File: src/rtl/btn_pkg.sv
`default_nettype none
// ============================================================================
//  Module      : btn_pkg
//  Description : Shared types and default configuration values for the
//                pushbutton conditioner (FSM state encoding, timing defaults).
//  Revision    : 1.0 - initial release
// ============================================================================
package btn_pkg;

   // Debounce FSM states: settled low, qualifying high, settled high,
   // qualifying low.
   typedef enum logic [1:0] {
      S_ZERO  = 2'd0,
      S_WAIT1 = 2'd1,
      S_ONE   = 2'd2,
      S_WAIT0 = 2'd3
   } btn_state_t;

   localparam int DEF_SYNC_STAGES   = 2;
   localparam int DEF_STABLE_CYCLES = 1000000;   // 10 ms at 100 MHz
   localparam int DEF_REPEAT_DELAY  = 50000000;  // 500 ms at 100 MHz
   localparam int DEF_REPEAT_PERIOD = 10000000;  // 100 ms at 100 MHz

   // Larger of two integers, used to size the auto-repeat counter.
   function automatic int max_int(input int a, input int b);
      return (a > b) ? a : b;
   endfunction

endpackage
`default_nettype wire

File: src/rtl/bit_sync.sv
`default_nettype none
// ============================================================================
//  Module      : bit_sync
//  Description : Multi-flop synchroniser for a single asynchronous bit.
//                All flops clear to 0 on the asynchronous active-low reset.
//  Revision    : 1.0 - initial release
// ============================================================================
module bit_sync #(
   parameter int STAGES = 2
) (
   input  logic clk,
   input  logic rst,
   input  logic i_d,
   output logic o_q
);

   logic [STAGES-1:0] r_chain;

   // Shift the raw input through the flop chain; the oldest stage is the output.
   always_ff @(posedge clk or negedge rst) begin
      if (!rst) begin
         r_chain <= '0;
      end else begin
         r_chain <= {r_chain[STAGES-2:0], i_d};
      end
   end

   assign o_q = r_chain[STAGES-1];

endmodule
`default_nettype wire

File: src/rtl/btn_conditioner.sv
`default_nettype none
// ============================================================================
//  Module      : btn_conditioner
//  Description : Synchronises and debounces one raw pushbutton, producing a
//                clean level plus one-cycle press / release strobes.
//                Optional auto-repeat of the press strobe while the button is
//                held is enabled by defining BTN_AUTOREPEAT_EN.
//  Revision    : 1.0 - initial release
// ============================================================================
module btn_conditioner
   import btn_pkg::*;
#(
   parameter int SYNC_STAGES   = DEF_SYNC_STAGES,
   parameter int STABLE_CYCLES = DEF_STABLE_CYCLES,
   parameter int REPEAT_DELAY  = DEF_REPEAT_DELAY,
   parameter int REPEAT_PERIOD = DEF_REPEAT_PERIOD
) (
   input  logic clk,
   input  logic rst,
   input  logic btn_in,
   output logic btn_level,
   output logic btn_press,
   output logic btn_release
);

   localparam int TW = (STABLE_CYCLES > 1) ? $clog2(STABLE_CYCLES) : 1;
   localparam logic [TW-1:0] c_stable_max = TW'(STABLE_CYCLES - 1);

   logic        w_sync_btn;
   btn_state_t  r_state;
   btn_state_t  w_state_nxt;
   logic [TW-1:0] r_timer;
   logic        w_timer_done;
   logic        w_debounce_press;
   logic        w_repeat_fire;
   logic        w_level_nxt;
   logic        w_press_nxt;
   logic        w_release_nxt;
   logic        r_level;
   logic        r_press;
   logic        r_release;

   bit_sync #(
      .STAGES (SYNC_STAGES)
   ) u_sync (
      .clk (clk),
      .rst (rst),
      .i_d (btn_in),
      .o_q (w_sync_btn)
   );

   assign w_timer_done = (r_timer == c_stable_max);

   // State register.
   always_ff @(posedge clk or negedge rst) begin
      if (!rst) begin
         r_state <= S_ZERO;
      end else begin
         r_state <= w_state_nxt;
      end
   end

   // Next-state logic: a level change is accepted only after the timer has
   // seen the new value for the full stable window.
   always_comb begin
      w_state_nxt = r_state;
      case (r_state)
         S_ZERO:  if (w_sync_btn)        w_state_nxt = S_WAIT1;
         S_WAIT1: if (!w_sync_btn)       w_state_nxt = S_ZERO;
                  else if (w_timer_done) w_state_nxt = S_ONE;
         S_ONE:   if (!w_sync_btn)       w_state_nxt = S_WAIT0;
         S_WAIT0: if (w_sync_btn)        w_state_nxt = S_ONE;
                  else if (w_timer_done) w_state_nxt = S_ZERO;
         default:                        w_state_nxt = S_ZERO;
      endcase
   end

   // Debounce timer: cleared on every state change, counts in the qualifying
   // states and saturates at the stable threshold instead of wrapping.
   always_ff @(posedge clk or negedge rst) begin
      if (!rst) begin
         r_timer <= '0;
      end else if (w_state_nxt != r_state) begin
         r_timer <= '0;
      end else if (((r_state == S_WAIT1) || (r_state == S_WAIT0)) && !w_timer_done) begin
         r_timer <= r_timer + 1'b1;
      end
   end

`ifdef BTN_AUTOREPEAT_EN
   localparam int RMAX = max_int(REPEAT_DELAY, REPEAT_PERIOD);
   localparam int RW   = (RMAX > 1) ? $clog2(RMAX) : 1;
   localparam logic [RW-1:0] c_delay_max  = RW'(REPEAT_DELAY - 1);
   localparam logic [RW-1:0] c_period_max = RW'(REPEAT_PERIOD - 1);

   logic [RW-1:0] r_rpt_cnt;
   logic          r_rpt_first;
   logic [RW-1:0] w_rpt_target;

   assign w_rpt_target  = r_rpt_first ? c_delay_max : c_period_max;
   assign w_repeat_fire = (r_state == S_ONE) && (r_rpt_cnt == w_rpt_target);

   // Repeat counter: restarts on each accepted press, runs only while settled
   // high (holding through a qualifying-low glitch) and restarts after firing.
   always_ff @(posedge clk or negedge rst) begin
      if (!rst) begin
         r_rpt_cnt   <= '0;
         r_rpt_first <= 1'b0;
      end else if (w_debounce_press) begin
         r_rpt_cnt   <= '0;
         r_rpt_first <= 1'b1;
      end else if (w_repeat_fire) begin
         r_rpt_cnt   <= '0;
         r_rpt_first <= 1'b0;
      end else if (r_state == S_ONE) begin
         r_rpt_cnt   <= r_rpt_cnt + 1'b1;
      end
   end
`else
   // Repeat timing is irrelevant without auto-repeat; fold it away.
   logic w_unused_rpt_cfg;
   assign w_unused_rpt_cfg = ^{REPEAT_DELAY, REPEAT_PERIOD};
   assign w_repeat_fire    = 1'b0;
`endif

   // Output decode: level follows the next state so it moves on the same
   // edge as the strobe announcing the change.
   always_comb begin
      w_debounce_press = (r_state == S_WAIT1) && (w_state_nxt == S_ONE);
      w_release_nxt    = (r_state == S_WAIT0) && (w_state_nxt == S_ZERO);
      w_level_nxt      = (w_state_nxt == S_ONE) || (w_state_nxt == S_WAIT0);
      w_press_nxt      = w_debounce_press || w_repeat_fire;
   end

   // Registered outputs.
   always_ff @(posedge clk or negedge rst) begin
      if (!rst) begin
         r_level   <= 1'b0;
         r_press   <= 1'b0;
         r_release <= 1'b0;
      end else begin
         r_level   <= w_level_nxt;
         r_press   <= w_press_nxt;
         r_release <= w_release_nxt;
      end
   end

   assign btn_level   = r_level;
   assign btn_press   = r_press;
   assign btn_release = r_release;

endmodule
`default_nettype wire

File: config.mk
export PLATFORM = sky130hd
export DESIGN_NAME = btn_conditioner
export DESIGN_NICKNAME = d
export VERILOG_FILES = /design/src/rtl/btn_pkg.sv /design/src/rtl/bit_sync.sv /design/src/rtl/btn_conditioner.sv
export SDC_FILE = /design/constraint.sdc
export NUM_CORES = 1
export LEC_CHECK = 0
export CORE_AREA = 8 8 55 61
export CTS_CLUSTER_DIAMETER = 120
export DETAILED_ROUTE_END_ITERATION = 16
export DIE_AREA = 0 0 63 69
export MAX_ROUTING_LAYER = met4
export PLACE_DENSITY = 0.86
export SYNTH_ARGS = -nofsm -noshare
export SYNTH_HDL_FRONTEND = slang
export SYNTH_SLANG_ARGS = --single-unit
File: constraint.sdc
create_clock -name clk -period 4.55 [get_ports clk]
set_input_delay 0.455 -clock clk [delete_from_list [all_inputs] [get_ports clk]]
set_output_delay 0.455 -clock clk [all_outputs]
set_load 0.01 [all_outputs]
# After elaboration in Yosys (flattened, before gate mapping)
# Cells that the tools add are included.
# Widths: inputs -> output; s select.
[word_totals]
input_bits = 3
latch_bits = 0
wordCells = 32
output_inout_bits = 3
mem_bits_rw = 0
mem_count = 0
mem_bits_ro = 0
regBits = 27
[classes]
div_mod_pow = 0
n_reduce_logical = 9
n_shift = 0
add_sub_neg = 1
n_eq_ne = 7
magnitude_cmp = 0
bitwise = 0
mul = 0
n_mux = 9
[ops]
columns = ["cell", "count"]
rows = [
  ["$mux 20", 2],
  ["$add 20x1->20 const B", 1],
  ["$eq 20x20->1 const B", 1],
  ["$mux 2", 6],
  ["$eq 2x2->1 const B", 4],
  ["$pmux 2 s4", 1],
  ["$logic_not 2->1", 2],
  ["$logic_and 1x1->1", 3],
  ["$eq 2x1->1 const B", 1],
  ["$logic_or 1x1->1", 2],
  ["$ne 2x2->1", 1],
  ["$reduce_bool 2->1", 1],
  ["$logic_not 1->1", 1],
]

# Logic depth before layout (Yosys ltp)
# Gate-level depths: netlist of the first run.
[logic_depth]
depth_word = 6
ltp_mapped = 6
mapped_depth_nobuf = 4

# By module
# A second synthesis of the first run with hierarchy kept.
[hier_totals]
cells_unflattened = 129
area_unflattened_um2 = 1381.3
[modules_own_cells]
columns = ["module", "cells_each", "area_per_inst_um2", "n_inst", "seq_area_each_um2"]
rows = [
  ["btn_conditioner", 127, 1331.3, 1, 600.6],
  ["bit_sync", 2, 50.0, 1, 50.0],
]

# Least setup slack after synthesis of the first run
# OpenSTA, ideal clock, no wires.
[synth_timing]
kind = "register -> register"
startpoint = "register r_timer[0]"
endpoint = "register r_timer[19]"
setup_ns = 0.134
n_path_buf = 1
period_less_slack_ns = 1.599
slack_ns = 2.951
arrival_time_ns = 1.465
stages_incl_launch_ff = 6
cell_sequence = "dfrtp_1 ha_1 nand2_4 o41ai_4 buf_6 a21oi_1"
[synth_via]
elab_chain_len = 6
[synth_lines]
columns = ["element", "line_no", "rtl"]
rows = [
  ["from (decl)", "btn_conditioner.sv:32", "logic [TW-1:0] r_timer;"],
  ["from (signal assigned)", "btn_conditioner.sv:86", "r_timer <= r_timer + 1'b1;"],
  ["$eq 20x20->1", "btn_conditioner.sv:52", "assign w_timer_done = (r_timer == c_stable_max);"],
  ["$mux 2 (on tied branches)", "btn_conditioner.sv:73, btn_conditioner.sv:70", ""],
  ["$mux 2 (on tied branches)", "btn_conditioner.sv:72, btn_conditioner.sv:69", ""],
  ["$pmux 2 s4", "btn_conditioner.sv:67", "case (r_state)"],
  ["$ne 2x2->1", "btn_conditioner.sv:83", "end else if (w_state_nxt != r_state) begin"],
  ["$mux 20 / $reduce_bool 2->1 (equally long branches)", "n/a", ""],
]
# Parallel ways exist; a longest one is shown, timed or not. The select of a mux whose other input is x is not followed.
# A chain may end at the register's enable or synchronous reset.

==> impl_metrics.py, run 1 <==
metrics = {
    "power_and_ir_drop": {
        "p_per_area_mw_per_mm2": 282,
        "p_seq_frac": 0.578,
        "p_switching_mw": 0.0831,
        "intPower_mw": 0.330,
        "sw_frac_of_total": 0.201,
        "clockPowerShare": 0.372,
        "comb_power_share": 0.050,
        "ir_drop_mv": 0.182,
        "p_leak_nw": 0.609,
    },
    "synthesis": {
        "post-synth-top-area-fraction": 0.478,
        "synthTopCellsByArea": "dfrtp_1 (48%), or3_1 (4.6%), a21oi_1 (4.0%), o21ai_0 (4.0%), xor2_1 (2.6%)",
        "ys_types": 40,
        "synth_top_cell_by_area": "dfrtp_1",
        "synthCells": 131,
        "synth_compound_area_frac": 0.184,
        "ys_ff_latch": 26,
        "synthArstFlopShare": 1.00,
        "synthXorXnorAreaFrac": 0.0386,
        "yosys.area_share.simple": 0.242,
        "synth_top_family_by_area": "simple AND/OR/NAND/NOR gates",
        "synthesis.area_mm2": 0.00136,
        "avgSynthCellArea_um2": 10.4,
        "ys.flop_type": "dfrtp_1",
        "syn-num-nets": 135,
        "ys_seq_area_frac": 0.478,
        "synthAdderAreaFrac": 0.00920,
        "synth_warnings": 0,
        "synth_edf_count": 0,
        "muxShareOfSynthArea": 0.00828,
    },
    "place": {
        "portBuffers": 5,
        "placed_cells": 161,
        "dp_hpwl_mm": 1.64,
        "place_congestion": 0.806,
    },
    "outcome": {
        "status": "complete, no violations",
    },
    "global_route": {
        "antenna_found_initial": 0,
        "grt_overflow": 0,
        "grt_usage": 0.114,
        "grt_pass1_wl_mm": 4.07,
        "grt_max_degree": 27,
        "grt_pass1_vias": 956,
    },
    "final_layout": {
        "final_common_cell": "dfrtp_1",
        "drive_above_1_share": 0.0970,
        "area_growth_pct": 7.54,
        "nets": 139,
        "final_cell_mix": "dfrtp_1 (26), o21ai_0 (11), a21oi_1 (11), or3_1 (10)",
        "n_antenna_cell": 0,
        "fin_cells": 165,
    },
    "worst_setup_path": {
        "r2r_setup_slack_ps": 2190,
        "slowest_stage": "xor2_1",
        "crit_type": "flip-flop to flip-flop",
        "crit_end": "r_timer[17]",
        "cp.required_ps": 4790,
        "path_cells": "xor2_1, o2111ai_2, or4_1, a21oi_1",
        "slowest_delay_ps": 680,
        "path_max_fanout": 14,
        "crit_arrival_ps": 2600,
        "rr_worst_depth": 4,
        "cp-end-kind": "flip-flop",
        "startpoint_type": "flip-flop",
        "rr_endpoint": "r_timer[17]",
        "critPathLaunch": "btn_level",
        "reg2reg_from": "btn_level",
    },
    "sta": {
        "whs_ps": 378,
        "hold_viol": 0,
        "clock_skew_ps": 4.12,
        "fin_tns_setup_ps": 0,
        "period_share": 0.518,
        "final_max_slew_viol_count": 0,
        "relSlewSlack": 0.246,
        "fin_crit_ps": 2360,
        "setup_violations": 0,
        "tightest_slew_ps": 1130,
        "fmax_ghz": 0.424,
        "rsz0062_at_grt": "no",
    },
    "routing": {
        "routed_wl_mm": 2.32,
        "drt_iter0_drc": 24,
        "drc": 0,
        "ant_nets": 0,
        "drt_first_pass_iters": 4,
        "routedWlPerCell_um": 14.1,
        "drt-vias-per-instance": 6.01,
        "num_vias": 992,
    },
    "clocking": {
        "postCtsHoldBufs": 0,
        "cts_tree": "yes",
        "clockBufferDepth": 2,
        "cts_buffers": 3,
        "clockRootBuffer": "clkbuf_4",
        "htree_levels": 1,
        "clock-sinks": 26,
        "clk_pin_slew_ps": 140,
        "clock_latency_ps": 310,
        "postCtsSetupBuffers": 0,
        "cts-resized-gates": 0,
    },
    "floorplan": {
        "die_w_um": 63,
        "start_util": 0.566,
        "die_h_um": 69,
        "coreArea_mm2": 0.00240,
        "rows": 19,
        "design.die.area_mm2": 0.00435,
        "io_pins": 6,
    },
    "job": {
        "cap_violations": 0,
    },
    "hold_path": {
        "hold_class": "flip-flop to flip-flop",
        "holdPathStages": 0,
    },
}
[routing by layer]
layer,vias up,routed length [µm],GRT usage
met3,2,41,0.0258
li1,505,-,-
met4,0,19,0.0381
met5,-,0,-
met2,3,1210,0.197
met1,482,1050,0.125
[cells by family after synthesis]
kind of cell | after synthesis
XOR/XNOR | 6
multiplexers | 1
flip-flops | 26
AND/OR/NAND/NOR | 51
AO/OA/AOI/OAI | 36
adder cells (fa/ha/maj) | 1
buffers and inverters | 10
[how the worst min path moves through the flow]
stage,start,end
final,u_sync.r_chain[0],u_sync.r_chain[1]
after global routing,u_sync.r_chain[0],u_sync.r_chain[1]
after CTS,u_sync.r_chain[0],u_sync.r_chain[1]
after detailed placement,u_sync.r_chain[0],u_sync.r_chain[1]
after global placement,u_sync.r_chain[0],u_sync.r_chain[1]
after floorplan,rst,btn_level
[registers in the layout, indices dropped and copies added, names as in the netlist]
register        flops
r_timer            20
u_sync.r_chain      2
btn_level           1
btn_press           1
btn_release         1
r_state             1
[area by class of cell]
type                            instances  area (µm²)
Sequential cell                        26         651
Tap cell                               31        38.8
Inverter                                4        15.0
Multi-Input combinational cell         95         656
Timing Repair Buffer                    5        50.0
Clock buffer                            3        22.5
Fill cell                             196         938
Clock inverter                          1        30.0
[power by group through the flow]
stage               Combinational, mW  Sequential [mW]  Clock (mW)
floorplan                      0.0158            0.241           0
global placement               0.0202            0.242           0
detailed placement             0.0210            0.243           0
CTS                            0.0210            0.238       0.159
global route                   0.0231            0.239       0.167
finish                         0.0207            0.238       0.154
[cell usage after synthesis, types with 3 or more instances]
cell / count
a21oi_1: 11
and3_1: 3
buf_2: 4
dfrtp_1: 26
inv_1: 4
nand2_1: 6
nand3_1: 6
nand4_1: 5
nor2_1: 5
o2111ai_1: 3
o21ai_0: 11
or3_1: 10
xor2_1: 4
[metrics by stage]
stage               power [mW]  instance area [µm²]  setup WS (ps)  utilization
global placement         0.262                 1410           2360        0.587
finish                   0.413                 1460           2190        0.609
CTS                      0.418                 1460           2190        0.609
detailed placement       0.264                 1410           2220        0.587
global route             0.430                 1460           2020        0.609
floorplan                0.257                 1360           2950            -
[critical path: cells and delay by family (launching register included)]
family	cells	cell delay (ps)
AND/OR/NAND/NOR	1	600
AO/OA/AOI/OAI	2	570
flip-flops	1	440
XOR/XNOR	1	680
No activity file was read; power rests on OpenSTA's default activity.
==> run 2: changes to the inputs <==
--- a/config.mk
+++ b/config.mk
@@ -5,12 +5,12 @@
 export SDC_FILE = /design/constraint.sdc
 export NUM_CORES = 1
 export LEC_CHECK = 0
-export CORE_AREA = 8 8 55 61
+export CORE_AREA = 8 8 58 65
 export CTS_CLUSTER_DIAMETER = 120
 export DETAILED_ROUTE_END_ITERATION = 16
-export DIE_AREA = 0 0 63 69
+export DIE_AREA = 0 0 66 73
 export MAX_ROUTING_LAYER = met4
-export PLACE_DENSITY = 0.86
+export PLACE_DENSITY = 0.8
 export SYNTH_ARGS = -nofsm -noshare
 export SYNTH_HDL_FRONTEND = slang
 export SYNTH_SLANG_ARGS = --single-unit
==> constraint.sdc (replaced) <==
create_clock -name clk -period 2 [get_ports clk]
set_input_delay 0.2 -clock clk [delete_from_list [all_inputs] [get_ports clk]]
set_output_delay 0.2 -clock clk [all_outputs]
set_load 0.01 [all_outputs]
==> run 2 against run 1 <==
  * First-iteration DRC count grew to 2.7 times the previous value
  * Core utilization is 4.8 points lower
  * Combinational power grew to 2.7 times the previous value
  * Non-clock buffer count is 9 higher
  * Clock-buffer cell count is 1 higher
  * Clock skew is 3.0 ps higher
  * Final area is 3.7% higher
  * Via count is 7.5% higher
  * Cell count is 6.7% higher
  * Largest cell class unchanged
==> impl_metrics.py, run 2 (same netlist as run 1, synthesis figures left out) <==
metrics = {
    "global_route": {
        "grt_overflow": 0,
        "grt_pass1_wl_mm": 4.69,
        "antenna_found_initial": 0,
        "grt_pass1_vias": 1064,
        "grt_max_degree": 27,
        "grt_usage": 0.124,
    },
    "clocking": {
        "clk_pin_slew_ps": 140,
        "cts_tree": "yes",
        "clock_latency_ps": 310,
        "clockRootBuffer": "clkbuf_4",
        "postCtsHoldBufs": 0,
        "postCtsSetupBuffers": 0,
        "htree_levels": 1,
        "cts_buffers": 3,
        "clockBufferDepth": 2,
        "cts-resized-gates": 0,
        "clock-sinks": 26,
    },
    "worst_setup_path": {
        "reg2reg_from": "btn_level",
        "critPathLaunch": "btn_level",
        "slowest_stage": "dfrtp_1",
        "cp-end-kind": "flip-flop",
        "crit_type": "flip-flop to flip-flop",
        "cp_common_cell": "buf_4",
        "crit_arrival_ps": 2060,
        "cp_top_family": "flip-flops",
        "startpoint_type": "flip-flop",
        "path_max_fanout": 13,
        "path_cells": "xor2_1, buf_4, o211ai_1, buf_4, or3_1, a21oi_1",
        "cp.required_ps": 2250,
        "slowest_delay_ps": 440,
        "critPathBufInv": 2,
    },
    "hold_path": {
        "hold_class": "primary input to async pin",
    },
    "floorplan": {
        "coreArea_mm2": 0.00270,
        "start_util": 0.503,
        "io_pins": 6,
        "rows": 20,
        "design.die.area_mm2": 0.00482,
        "die_w_um": 66,
        "die_h_um": 73,
    },
    "sta": {
        "clock_skew_ps": 7.16,
        "period_share": 0.907,
        "final_max_slew_viol_count": 0,
        "rsz0062_at_grt": "no",
        "setup_violations": 0,
        "fin_tns_setup_ps": 0,
        "tightest_slew_ps": 415,
        "fmax_ghz": 0.551,
        "hold_viol": 0,
        "relSlewSlack": 0.723,
        "fin_crit_ps": 1810,
    },
    "power_and_ir_drop": {
        "p_leak_nw": 0.645,
        "ir_drop_mv": 0.523,
        "p_per_area_mw_per_mm2": 566,
    },
    "final_layout": {
        "fill_cells": 233,
        "reg.largest.list": "r_timer (20), u_sync.r_chain (2)",
        "area_growth_pct": 11.5,
        "ff_latch_area_um2": 651,
        "nets": 148,
        "drive_above_1_share": 0.154,
        "final_cell_mix": "dfrtp_1 (26), o21ai_0 (11), a21oi_1 (11), or3_1 (10), buf_4 (9)",
        "largest-register": "r_timer",
        "n_antenna_cell": 0,
        "multiInputGateArea_um2": 656,
        "fin_area_mm2": 0.00152,
        "largest_reg_flops": 20,
        "final_common_cell": "dfrtp_1",
    },
    "place": {
        "place_congestion": 0.791,
        "dpl_cell_area_mm2": 0.00147,
        "portBuffers": 5,
        "dp_hpwl_mm": 1.91,
    },
    "routing": {
        "drt_iter0_drc": 64,
        "routed_wl_mm": 2.63,
        "ant_nets": 0,
        "drt-vias-per-instance": 6.06,
        "routedWlPerCell_um": 14.9,
        "drc": 0,
        "drt_first_pass_iters": 4,
        "num_vias": 1066,
    },
    "outcome": {
        "status": "complete, no violations",
    },
    "job": {
        "cap_violations": 0,
    },
}
[run 2: path summary, 6_finish.rpt]
path / endpoint / slack, ps / cells after the start
max: r_timer[12] / 190 / 6
min: r_timer[16] / 230 / 2
max reg2reg: r_timer[12] / 190 / 6
min reg2reg: u_sync.r_chain[1] / 380 / 0
max in group asynchronous: btn_press / 1510 / 2
min in group clk: u_sync.r_chain[0] / 320 / 1
[run 2: power breakdown]
group	switching (mW)	internal (mW)
combinational	0.0342	0.0225
sequential	0.00999	0.532
clock	0.148	0.111
total	0.193	0.666
[run 2: metal layers]
| metal | part of all wire | wire (µm) | GRT usage |
|---|---|---|---|
| met1 | 0.43 | 1130 | 0.131 |
| met2 | 0.52 | 1370 | 0.218 |
| met3 | 0.034 | 89 | 0.0292 |
| met4 | 0.013 | 34 | 0.0475 |
| met5 | 0 | 0 | - |
[run 2: cell type report]
cell class | count | share of cell area
Clock buffer | 4 | 0.0239
Inverter | 4 | 0.00990
Multi-Input combinational cell | 95 | 0.432
Sequential cell | 26 | 0.429
Tap cell | 33 | 0.0272
Timing Repair Buffer | 14 | 0.0776
[run 2: worst reg2reg max path: cells and delay by family (launching register included)]
kind            cells  cell delay, ps
flops               1             440
simple gates        1             350
xor+xnor            1             270
compound gates      2             290
buf+inv             2             420
[run 2: metrics by stage]
step                       util  total power [mW]  cells  hold WS [ps]  setup slack, ps
final                     0.561             0.858    176           231              186
after global routing      0.561             0.898    176           267             57.6
after CTS                 0.556             0.868    174           236             75.5
after detailed placement  0.542             0.609    170           347              111
after global placement    0.542             0.606    170           338              248
after floorplan               -             0.584    131         -95.6              401
